### config.mk
export PLATFORM = sky130hd
export DESIGN_NAME = note_recorder_flat
export DESIGN_NICKNAME = d
export VERILOG_FILES = /design/src/rtl/note_recorder_pkg.sv /design/src/rtl/note_recorder_if.sv /design/src/rtl/note_recorder_rec_ram.sv /design/src/rtl/note_recorder.sv /design/src/flat_wrapper.sv
export SDC_FILE = /design/constraint.sdc
export NUM_CORES = 1
export LEC_CHECK = 0
export CORE_MARGIN = 2
export CORE_UTILIZATION = 30
export DETAILED_ROUTE_END_ITERATION = 12
export GPL_TIMING_DRIVEN = 1
export SLEW_MARGIN = 0
export SYNTH_ARGS = -nofsm -noshare
export SYNTH_HDL_FRONTEND = slang
export SYNTH_HIERARCHICAL = 1
export SYNTH_SLANG_ARGS = --single-unit
### constraint.sdc
create_clock -name clk -period 8.45 [get_ports clk]
set_input_delay 1.69 -clock clk [delete_from_list [all_inputs] [get_ports clk]]
set_output_delay 1.69 -clock clk [all_outputs]
set_load 0.005 [all_outputs]
### src/rtl/note_recorder_pkg.sv
// Shared types and helpers for the note recorder: state encoding, symbol layout,
// and the key <-> note code conversions used on both the record and replay paths.
package note_recorder_pkg;

   localparam int SYM_W  = 6;
   localparam int NOTE_W = 3;
   localparam int OCT_W  = 3;
   localparam int KEY_W  = 7;
   localparam int CNT_W  = 7;

   localparam logic [NOTE_W-1:0] NOTE_REST = 3'd0;

   typedef enum logic [1:0] {
      S_IDLE,
      S_REC,
      S_PLAY_RD,
      S_PLAY_RUN
   } state_t;

   typedef struct packed {
      logic [OCT_W-1:0]  oct;
      logic [NOTE_W-1:0] note;
   } sym_t;

   // Higher key bits are lower note numbers and win when several keys are held.
   function automatic logic [NOTE_W-1:0] key_to_note(input logic [KEY_W-1:0] key);
      key_to_note = NOTE_REST;
      for (int i = 0; i < KEY_W; i++)
         if (key[i]) key_to_note = NOTE_W'(KEY_W - i);
   endfunction

   function automatic logic [KEY_W-1:0] note_to_key(input logic [NOTE_W-1:0] note);
      note_to_key = '0;
      if (note != NOTE_REST) note_to_key = 7'b1000000 >> (note - 3'd1);
   endfunction

endpackage

### src/rtl/note_recorder_if.sv
// Performance/replay signal bundle between the organ top and the note recorder.
interface note_recorder_if;
   import note_recorder_pkg::*;

   logic               rec_sw;
   logic               play_btn;
   logic [KEY_W-1:0]   key_in;
   logic [OCT_W-1:0]   oct_in;
   logic [KEY_W-1:0]   key_out;
   logic [OCT_W-1:0]   oct_out;
   logic               recording;
   logic               playing;
   logic               full;
   logic [CNT_W-1:0]   evt_count;

   modport master (
      output rec_sw, play_btn, key_in, oct_in,
      input  key_out, oct_out, recording, playing, full, evt_count
   );

   modport slave (
      input  rec_sw, play_btn, key_in, oct_in,
      output key_out, oct_out, recording, playing, full, evt_count
   );

endinterface

### src/rtl/note_recorder_rec_ram.sv
// Event buffer: one write port, one registered read port, contents not reset.
module rec_ram #(
   parameter int DEPTH = 64,
   parameter int W     = 14
) (
   input  logic                     clk,
   input  logic                     we,
   input  logic [$clog2(DEPTH)-1:0] waddr,
   input  logic [W-1:0]             wdata,
   input  logic [$clog2(DEPTH)-1:0] raddr,
   output logic [W-1:0]             rdata
);

   logic [W-1:0] mem [DEPTH];

   always_ff @(posedge clk) begin
      if (we) mem[waddr] <= wdata;
      rdata <= mem[raddr];
   end

endmodule

### src/rtl/note_recorder.sv
// Records live keys/octave as run-length timed events and replays them with the
// original timing on key_out/oct_out.
module note_recorder
   import note_recorder_pkg::*;
#(
   parameter int TICK_DIV = 500_000,
   parameter int DEPTH    = 64,
   parameter int DUR_W    = 8
) (
   input  logic          clk,
   input  logic          rst,
   note_recorder_if.slave bus
);

   localparam int AW = $clog2(DEPTH);
   localparam int EW = SYM_W + DUR_W;
   localparam int TW = $clog2(TICK_DIV + 1);

   localparam logic [TW-1:0]    TICK_LAST = TW'(TICK_DIV - 1);
   localparam logic [DUR_W-1:0] DUR_MAX   = '1;
   localparam logic [DUR_W-1:0] DUR_ONE   = DUR_W'(1);
   localparam logic [CNT_W-1:0] CNT_LAST  = CNT_W'(DEPTH - 1);
   localparam logic [CNT_W-1:0] CNT_ONE   = CNT_W'(1);

   // input synchronizers and edge detectors
   logic [1:0]       rec_sy, play_sy;
   logic             rec_d, play_d;
   logic [KEY_W-1:0] key_s1, key_s2;
   logic [OCT_W-1:0] oct_s1, oct_s2;
   logic             rec_s, rec_rise, rec_fall, play_rise;

   always_ff @(posedge clk) begin
      if (rst) begin
         rec_sy  <= '0;
         play_sy <= '0;
         rec_d   <= 1'b0;
         play_d  <= 1'b0;
         key_s1  <= '0;
         key_s2  <= '0;
         oct_s1  <= '0;
         oct_s2  <= '0;
      end else begin
         rec_sy  <= {rec_sy[0], bus.rec_sw};
         play_sy <= {play_sy[0], bus.play_btn};
         rec_d   <= rec_sy[1];
         play_d  <= play_sy[1];
         key_s1  <= bus.key_in;
         key_s2  <= key_s1;
         oct_s1  <= bus.oct_in;
         oct_s2  <= oct_s1;
      end
   end

   assign rec_s     = rec_sy[1];
   assign rec_rise  = rec_sy[1] & ~rec_d;
   assign rec_fall  = ~rec_sy[1] & rec_d;
   assign play_rise = play_sy[1] & ~play_d;

   // free-running timing tick
   logic [TW-1:0] tcnt;
   logic          tick;

   always_ff @(posedge clk) begin
      if (rst || tick) tcnt <= '0;
      else             tcnt <= tcnt + TW'(1);
   end

   assign tick = (tcnt == TICK_LAST);

   // FSM state and datapath registers
   state_t           state;
   sym_t             cur, held, rd_sym;
   logic [DUR_W-1:0] dur, remaining, rd_dur;
   logic [CNT_W-1:0] evt_count, rd_ptr, rd_nxt;
   logic             full;
   logic [KEY_W-1:0] key_out_r;
   logic [OCT_W-1:0] oct_out_r;

   logic             extend, wr_en;
   logic [AW-1:0]    raddr;
   logic [EW-1:0]    rdata;

   assign cur    = '{oct: oct_s2, note: key_to_note(key_s2)};
   assign extend = (cur == held) && (dur != DUR_MAX);
   assign rd_nxt = rd_ptr + CNT_ONE;
   assign rd_sym = rdata[EW-1:DUR_W];
   assign rd_dur = rdata[DUR_W-1:0];

   // A held event is written when it closes: symbol change, duration cap, or record end.
   always_comb begin
      wr_en = 1'b0;
      if (state == S_REC && dur != '0)
         wr_en = rec_fall || (tick && !extend);
   end

   // Address the next entry on the closing tick so PLAY_RD finds its data ready.
   always_comb begin
      raddr = rd_ptr[AW-1:0];
      if (state == S_IDLE)
         raddr = '0;
      else if (state == S_PLAY_RUN && tick && remaining == DUR_ONE)
         raddr = rd_nxt[AW-1:0];
   end

   rec_ram #(.DEPTH(DEPTH), .W(EW)) u_ram (
      .clk   (clk),
      .we    (wr_en),
      .waddr (evt_count[AW-1:0]),
      .wdata ({held, dur}),
      .raddr (raddr),
      .rdata (rdata)
   );

   always_ff @(posedge clk) begin
      if (rst) begin
         state     <= S_IDLE;
         held      <= '0;
         dur       <= '0;
         evt_count <= '0;
         full      <= 1'b0;
         rd_ptr    <= '0;
         remaining <= '0;
         key_out_r <= '0;
         oct_out_r <= '0;
      end else begin
         case (state)
            S_IDLE: begin
               if (rec_rise) begin
                  state     <= S_REC;
                  evt_count <= '0;
                  full      <= 1'b0;
                  held      <= cur;
                  dur       <= '0;
               end else if (play_rise && !rec_s && evt_count != '0) begin
                  state  <= S_PLAY_RD;
                  rd_ptr <= '0;
               end
            end
            S_REC: begin
               if (rec_fall)
                  state <= S_IDLE;
               else if (tick) begin
                  if (extend) dur <= dur + DUR_ONE;
                  else begin
                     held <= cur;
                     dur  <= DUR_ONE;
                  end
               end
               if (wr_en) begin
                  evt_count <= evt_count + CNT_ONE;
                  if (evt_count == CNT_LAST) begin
                     full  <= 1'b1;
                     state <= S_IDLE;
                  end
               end
            end
            S_PLAY_RD: begin
               // Outputs keep the previous event until the new one is loaded.
               if (play_rise || rd_ptr == evt_count) begin
                  state     <= S_IDLE;
                  key_out_r <= '0;
                  oct_out_r <= '0;
               end else begin
                  key_out_r <= note_to_key(rd_sym.note);
                  oct_out_r <= rd_sym.oct;
                  remaining <= rd_dur;
                  state     <= S_PLAY_RUN;
               end
            end
            S_PLAY_RUN: begin
               if (play_rise) begin
                  state     <= S_IDLE;
                  key_out_r <= '0;
                  oct_out_r <= '0;
               end else if (tick) begin
                  remaining <= remaining - DUR_ONE;
                  if (remaining == DUR_ONE) begin
                     rd_ptr <= rd_nxt;
                     state  <= S_PLAY_RD;
                  end
               end
            end
            default: state <= S_IDLE;
         endcase
      end
   end

   assign bus.key_out   = key_out_r;
   assign bus.oct_out   = oct_out_r;
   assign bus.recording = (state == S_REC);
   assign bus.playing   = (state == S_PLAY_RD) || (state == S_PLAY_RUN);
   assign bus.full      = full;
   assign bus.evt_count = evt_count;

endmodule

### src/flat_wrapper.sv
// flat-port wrapper written by rule: the top's interface ports become plain ports
module note_recorder_flat import note_recorder_pkg::*;
#(
   parameter int TICK_DIV = 500_000,
   parameter int DEPTH    = 64,
   parameter int DUR_W    = 8
)
  (clk, rst, bus_rec_sw, bus_play_btn, bus_key_in, bus_oct_in, bus_key_out, bus_oct_out, bus_recording, bus_playing, bus_full, bus_evt_count);
  note_recorder_if bus_i ();
  input  logic clk;
  input  logic rst;
  input wire logic [$bits(bus_i.rec_sw)-1:0] bus_rec_sw;
  input wire logic [$bits(bus_i.play_btn)-1:0] bus_play_btn;
  input wire logic [$bits(bus_i.key_in)-1:0] bus_key_in;
  input wire logic [$bits(bus_i.oct_in)-1:0] bus_oct_in;
  output wire logic [$bits(bus_i.key_out)-1:0] bus_key_out;
  output wire logic [$bits(bus_i.oct_out)-1:0] bus_oct_out;
  output wire logic [$bits(bus_i.recording)-1:0] bus_recording;
  output wire logic [$bits(bus_i.playing)-1:0] bus_playing;
  output wire logic [$bits(bus_i.full)-1:0] bus_full;
  output wire logic [$bits(bus_i.evt_count)-1:0] bus_evt_count;
  assign bus_i.rec_sw = bus_rec_sw;
  assign bus_i.play_btn = bus_play_btn;
  assign bus_i.key_in = bus_key_in;
  assign bus_i.oct_in = bus_oct_in;
  assign bus_key_out = bus_i.key_out;
  assign bus_oct_out = bus_i.oct_out;
  assign bus_recording = bus_i.recording;
  assign bus_playing = bus_i.playing;
  assign bus_full = bus_i.full;
  assign bus_evt_count = bus_i.evt_count;
  note_recorder #(.TICK_DIV(TICK_DIV), .DEPTH(DEPTH), .DUR_W(DUR_W)) u_core (.clk(clk), .rst(rst), .bus(bus_i));
endmodule
# Word level (Yosys, flattened, before mapping)

Memory sizes are Yosys's and may differ from the RTL's. A register that Yosys moved wholly into a read port is not among the register bits.
Cells that the tools add are included.
W data, S select, Z words.

Flip-flop bits (word level): 94
Bits in latches: 0
RAM bits: 896
Bits in read-only memories: 0
Input bits: 14
Output and inout bits: 20
Logic and storage cells: 142
Memories: 1

Memories:

| name             | words | width | read ports | clocked after memory_dff | wr ports | RTL line                    | text |
|---|---|---|---|---|---|---|---|
| u_core.u_ram.mem | 64    | 14    | 1          | 1                        | 1        | note_recorder_rec_ram.sv:14 | `logic [W-1:0] mem [DEPTH];` |

$add $sub $neg: 6
Multiply operators: 0
Divide/modulo/power cells: 0
Order comparisons: 0
Eq/ne operators: 25
Shift-type cells: 1
Multiplexer cells: 56
Bitwise logic cells: 6
Reduce and logical (&&, ||, !) cells: 28

Operator list:

| operator                | number |
|---|---|
| $mux W7                 | 10 |
| $mux W8                 | 7 |
| $pmux W7 S2             | 3 |
| $mux W6                 | 6 |
| $pmux W8 S2             | 2 |
| $mux W3                 | 9 |
| $add A19 B1 Y19 const B | 1 |
| $eq A19 B19 Y1 const B  | 1 |
| $mux W2                 | 9 |
| $add A7 B1 Y7 const B   | 2 |
| $ne A2 B1 Y1 const B    | 7 |
| $ne A2 B2 Y1 const B    | 6 |
| $pmux W6 S2             | 1 |
| $reduce_and A4 Y1       | 3 |
| $add A8 B1 Y8 const B   | 1 |
| $eq A8 B1 Y1 const B    | 1 |
| $ne A8 B8 Y1 const B    | 1 |
| $pmux W2 S4             | 1 |
| $reduce_bool A8 Y1      | 1 |
| $sub A8 B1 Y8 const B   | 1 |
| $eq A7 B6 Y1 const B    | 1 |
| $eq A7 B7 Y1            | 1 |
| $logic_and A1 B1 Y1     | 7 |
| $reduce_bool A7 Y1      | 1 |
| other kinds (21)        | 39 |

# Longest topological paths before layout

Depth in word-level cells: 15
Depth in mapped cells: 19
Gate-level depth less buffers: 12

# Modules after synthesis

The synthesis kept the hierarchy.

By module, submodules not included:

| module        | times used | cells an instance | area an instance (µm²) | sequential area each (µm²) |
|---|---|---|---|---|
| rec_ram       | 1          | 1,571             | 34,878.5               | 27,186.1 |
| note_recorder | 1          | 537               | 4,624.4                | 1,881.8 |

# Worst setup path after synthesis

Ideal clock, no wire load.

Path kind: register to register
Start: register u_core.dur[0]
End: memory u_core.u_ram.mem[49][0] (enable)
Setup time: 0.403 ns
Arrival time: 3.836 ns
Data required time: 8.047 ns
Setup slack: 4.211 ns
Stages on the path, launching flop included: 11
Path buffers: 0
Period minus slack after synthesis: 4.239 ns
Path through: dfxtp_1 -> ha_1 -> and4_1 -> nand4_1 -> nand4_2 -> nor3_2 -> o21ai_0 -> and2_1 -> nor2b_1 -> nand4_1 -> nor3_1

Cells in the longest elaborated chain, start to end: 8
Elaborated cells between the ends (all ways): 10
Those cells by class: 1 x eq/ne; 3 x mux; 6 x reduce/logical

RTL lines:

| element                         | RTL line                    | text |
|---|---|---|
| from (decl)                     | note_recorder.sv:73         | `logic [DUR_W-1:0] dur, remaining, rd_dur;` |
| from (signal assigned)          | note_recorder.sv:143        | `if (extend) dur <= dur + DUR_ONE;` |
| $ne A8 B8 Y1                    | note_recorder.sv:84         | `assign extend = (cur == held) && (dur != DUR_MAX);` |
| $logic_and A1 B1 Y1             | note_recorder.sv:84         |  |
| $logic_not A1 Y1                | note_recorder.sv:93         | `wr_en = rec_fall \|\| (tick && !extend);` |
| $logic_and A1 B1 Y1             | note_recorder.sv:93         |  |
| $logic_or A1 B1 Y1              | note_recorder.sv:93         |  |
| $mux W1 *                       | note_recorder.sv:92         | `if (state == S_REC && dur != '0)` |
| net u_core.wr_en                | note_recorder.sv:79         | `logic extend, wr_en;` |
| $mux W1 *                       | note_recorder_rec_ram.sv:17 | `if (we) mem[waddr] <= wdata;` |
| $mux W1 (implied by the code) * | note_recorder_rec_ram.sv:17 |  |
| to (decl)                       | note_recorder_rec_ram.sv:14 |  |

Mark *: on every way through the listed nets, which the timed path passes. The rest lies on a longest branch.

# Final worst setup path

Start: register u_core.tcnt[0]
End: register u_core.u_ram.rdata[0] (read register of u_core.u_ram.mem)

Cells in the longest elaborated chain, start to end: 5

RTL lines:

| element                           | RTL line                    | text |
|---|---|---|
| from (decl)                       | note_recorder.sv:60         | `logic [TW-1:0] tcnt;` |
| from (signal assigned)            | note_recorder.sv:65         | `else tcnt <= tcnt + TW'(1);` |
| $eq A19 B19 Y1                    | note_recorder.sv:68         | `assign tick = (tcnt == TICK_LAST);` |
| $logic_and A1 B1 Y1 (2 in series) | note_recorder.sv:101        | `else if (state == S_PLAY_RUN && tick && remaining == DUR_ONE)` |
| $mux W6                           | note_recorder.sv:101        |  |
| $mux W6                           | note_recorder.sv:99         | `if (state == S_IDLE)` |
| net u_core.raddr[0]               | note_recorder.sv:80         | `logic [AW-1:0] raddr;` |
| to (decl)                         | note_recorder_rec_ram.sv:11 | `output logic [W-1:0] rdata` |

The timed path passes the listed nets, and every way through them passes these cells.
A chain may end at the register's enable or synchronous reset.

==> flow_metrics.env <==
export IMPL_cts_resized=0
export IMPL_slew_viol_final=0
export IMPL_cts_tree="done"
export IMPL_synth_cell_types=77
export IMPL_synthToLayoutAreaGrowth_pct=15.1
export IMPL_gr_total_overflow=0
export IMPL_crit_type="reg2reg"
export IMPL_pwr_share_clk_pct=45.6
export IMPL_cts_setup_buffers=0
export IMPL_antenna_found_initial=2
export IMPL_routed_via_count=20600
export IMPL_port_buffers=33
export IMPL_synth_largest_area_cell="edfxtp_1"
export IMPL_final_hold_viol_count=0
export IMPL_grt_pass1_wl_microns=142000
export IMPL_ys_seq_area_share_pct=73.6
export IMPL_start_kind="flip-flop"
export IMPL_place_gp_congestion=0.870
export IMPL_switching_share_pct=19.5
export IMPL_clkTransAtPathRegs_ns=0.06
export IMPL_period_share_pct=61.8
export IMPL_insertion_delay_ns=0.69
export IMPL_internal_power_w=0.00802
export IMPL_remaining_drc_errors=0
export IMPL_cpPeakStageDelay_ns=0.72
export IMPL_dp_slack_ns=3.22
export IMPL_synth_flop_cell="edfxtp_1"
export IMPL_drt_initial_drc_count=2237
export IMPL_synthArstFlopShare_pct=0
export IMPL_p_per_area_nw_per_um2=219
export IMPL_clkSinkCount=1004
export IMPL_ys_ff_latch=1004
export IMPL_hold_path_class="reg2reg"
export IMPL_wl_per_cell_microns=23.7
export IMPL_final_antenna_net_count=0
export IMPL_clockBufferDepth=3
export IMPL_grt_pass1_vias=20500
export IMPL_netlist_area_leader_share_pct=68.1
export IMPL_slowest_stage="o21ai_0"
export IMPL_comb_power_share_pct=0.7
export IMPL_cts_htree_levels=3
export IMPL_grt_usage_pct=14.1
export IMPL_cts_root_buf="clkbuf_16"
export IMPL_rows=133
export IMPL_die_x_microns=367
export IMPL_drt_wl_total_microns=95700
export IMPL_ir_drop_v=0.000149
export IMPL_tns_ns=0
export IMPL_path_buf_inv=1
export IMPL_avgViaCountPerCell=5.11
export IMPL_worst_pin_slew_ns=1.13
export IMPL_fmax_mhz=192
export IMPL_syn_area_sq_um=39500
export IMPL_synth_top_cells_by_count="896 x edfxtp_1, 224 x mux4_2, 129 x nor2_1"
export IMPL_crit_chain="ha_1 > and4_1 > and3_1 > and2_1 > nand3_2 > o21ai_4 > buf_12 > mux4_2 > nand2_1 > a311oi_1 > o21ai_0 > o31ai_1"
export IMPL_ios=34
export IMPL_coreArea_sq_um=131000
export IMPL_fin_ws_ns=3.23
export IMPL_setup_viol=0
export IMPL_start_util_pct=30.1
export IMPL_die_area_sq_um=135000
export IMPL_grt_max_degree=86
export IMPL_synth_warnings=6
export IMPL_arrival_ns=5.73
export IMPL_fin_nets=2216
export IMPL_syn_nets=2131
export IMPL_final_min_clock_period_ns=5.22
export IMPL_pwr_share_seq_pct=53.8
export IMPL_cts_buffers=102
export IMPL_skew_ns=0.0568
export IMPL_hold_slack_ns=0.414
export IMPL_synth_edf_count=896
export IMPL_critPathMaxFanout=85
export IMPL_hold_buffers=0
export IMPL_worstSetupEndpointType="flip-flop"
export IMPL_firstDrtPassIters=7
export IMPL_status="finished, final reports clean"
export IMPL_die_y_microns=367
export IMPL_synthCells=2108
export IMPL_synth_most_common_cell="edfxtp_1"
export IMPL_cp_required_ns=8.96
export IMPL_synth_area_leaders="edfxtp_1 68%, mux4_2 13%, dfxtp_1 5.5%"
export IMPL_drive_gt1_share_pct=23.4
export IMPL_max_slew_margin_pct=24.6
export IMPL_grt_setup_unrepaired="false"
export IMPL_p_leak_nw=13.8
export IMPL_critical_path_top_delay_family="compound AO/OA/AOI/OAI gates"
export IMPL_dp_hpwl_microns=57700
export IMPL_synth_avg_cell_area_sq_um=18.7
export IMPL_cap_viol_max_count=0
export IMPL_net_switching_power_w=0.00194
[power groups by stage]
stage | registers, W | clock network, W | logic, W
after floorplan | 0.00546 | 0 | 0.0000363
after global placement | 0.00546 | 0 | 0.0000648
after detailed placement | 0.00546 | 0 | 0.0000675
after CTS | 0.00536 | 0.00462 | 0.0000677
after global routing | 0.00535 | 0.00482 | 0.0000738
final | 0.00536 | 0.00454 | 0.0000673
[sequential cells by signal (all words and copies together), names as in the netlist, 8 cells and up]
| register | cells |
|---|---|
| u_core/dur | 8 |
| u_core/u_ram/rdata | 14 |
| u_core/tcnt | 19 |
| u_core/u_ram/mem | 896 |
| u_core/remaining | 8 |
[placed cells by master, fill, tap and decap left out, types with 18 or more instances in the layout]
cell type,netlist,routed
clkdlybuf4s50_1,0,32
edfxtp_1,896,896
clkinv_1,0,18
o21ai_0,46,45
xor2_1,22,22
nor2b_1,48,48
buf_4,16,60
o221ai_1,18,18
inv_1,18,18
nand2_1,73,73
a21oi_1,58,54
nand3_1,32,32
nor2_1,129,92
clkbuf_16,0,102
mux2_2,19,19
nor3_1,28,26
mux4_2,224,224
nand2b_1,28,28
clkbuf_1,43,26
a211oi_1,28,28
dfxtp_1,108,94
mux2i_1,25,25
nor2_2,2,38
[final cells by class]
cell class | instances | area (sq um)
Tap cell | 1755 | 2200
Fill cell | 12300 | 85700
Timing Repair Buffer | 96 | 836
Antenna cell | 2 | 5.00
Multi-Input combinational cell | 971 | 9880
Sequential cell | 1004 | 29100
Inverter | 18 | 67.6
Clock inverter | 57 | 682
Clock buffer | 134 | 2730
[worst paths after layout]
path	startpoint	endpoint	slack, ns	cells after the start
hold / removal	u_core/play_sy[0]	u_core/play_sy[1]	0.41	1
setup / recovery	u_core/tcnt[0]	u_core/u_ram/rdata[0]	3.23	12
setup reg to reg	u_core/tcnt[0]	u_core/u_ram/rdata[0]	3.23	12
hold reg to reg	u_core/play_sy[0]	u_core/play_sy[1]	0.41	1
[logic make-up after synthesis]
logic type,Yosys count,synth area share (%)
adder cells (fa/ha/maj),10,0.310
buffers and inverters,133,1.84
XOR/XNOR,32,0.709
AND/OR/NAND/NOR,417,5.42
AO/OA/AOI/OAI,243,4.17
flip-flops,1004,73.6
multiplexers,269,14.0
[metrics by stage]
step	cell area [sq um]	total power, W	instances	util, %
floorplan	39500	0.00550	2108	-
global placement	42100	0.00553	3844	32.1
detailed placement	42100	0.00553	3844	32.1
CTS	45500	0.0100	4035	34.7
global route	45500	0.0102	4035	34.7
finish	45500	0.00996	4037	34.7
[layer usage]
metal	part of all wire [%]	vias to the layer above	wire, microns	track usage [%]
met1	42	11000	39800	18.9
met5	0	-	0	0
met2	49	746	46600	23.0
met3	6.5	151	6250	2.54
met4	3.2	0	3040	4.58
li1	-	8740	-	-
(Power assumes the default switching activity.)
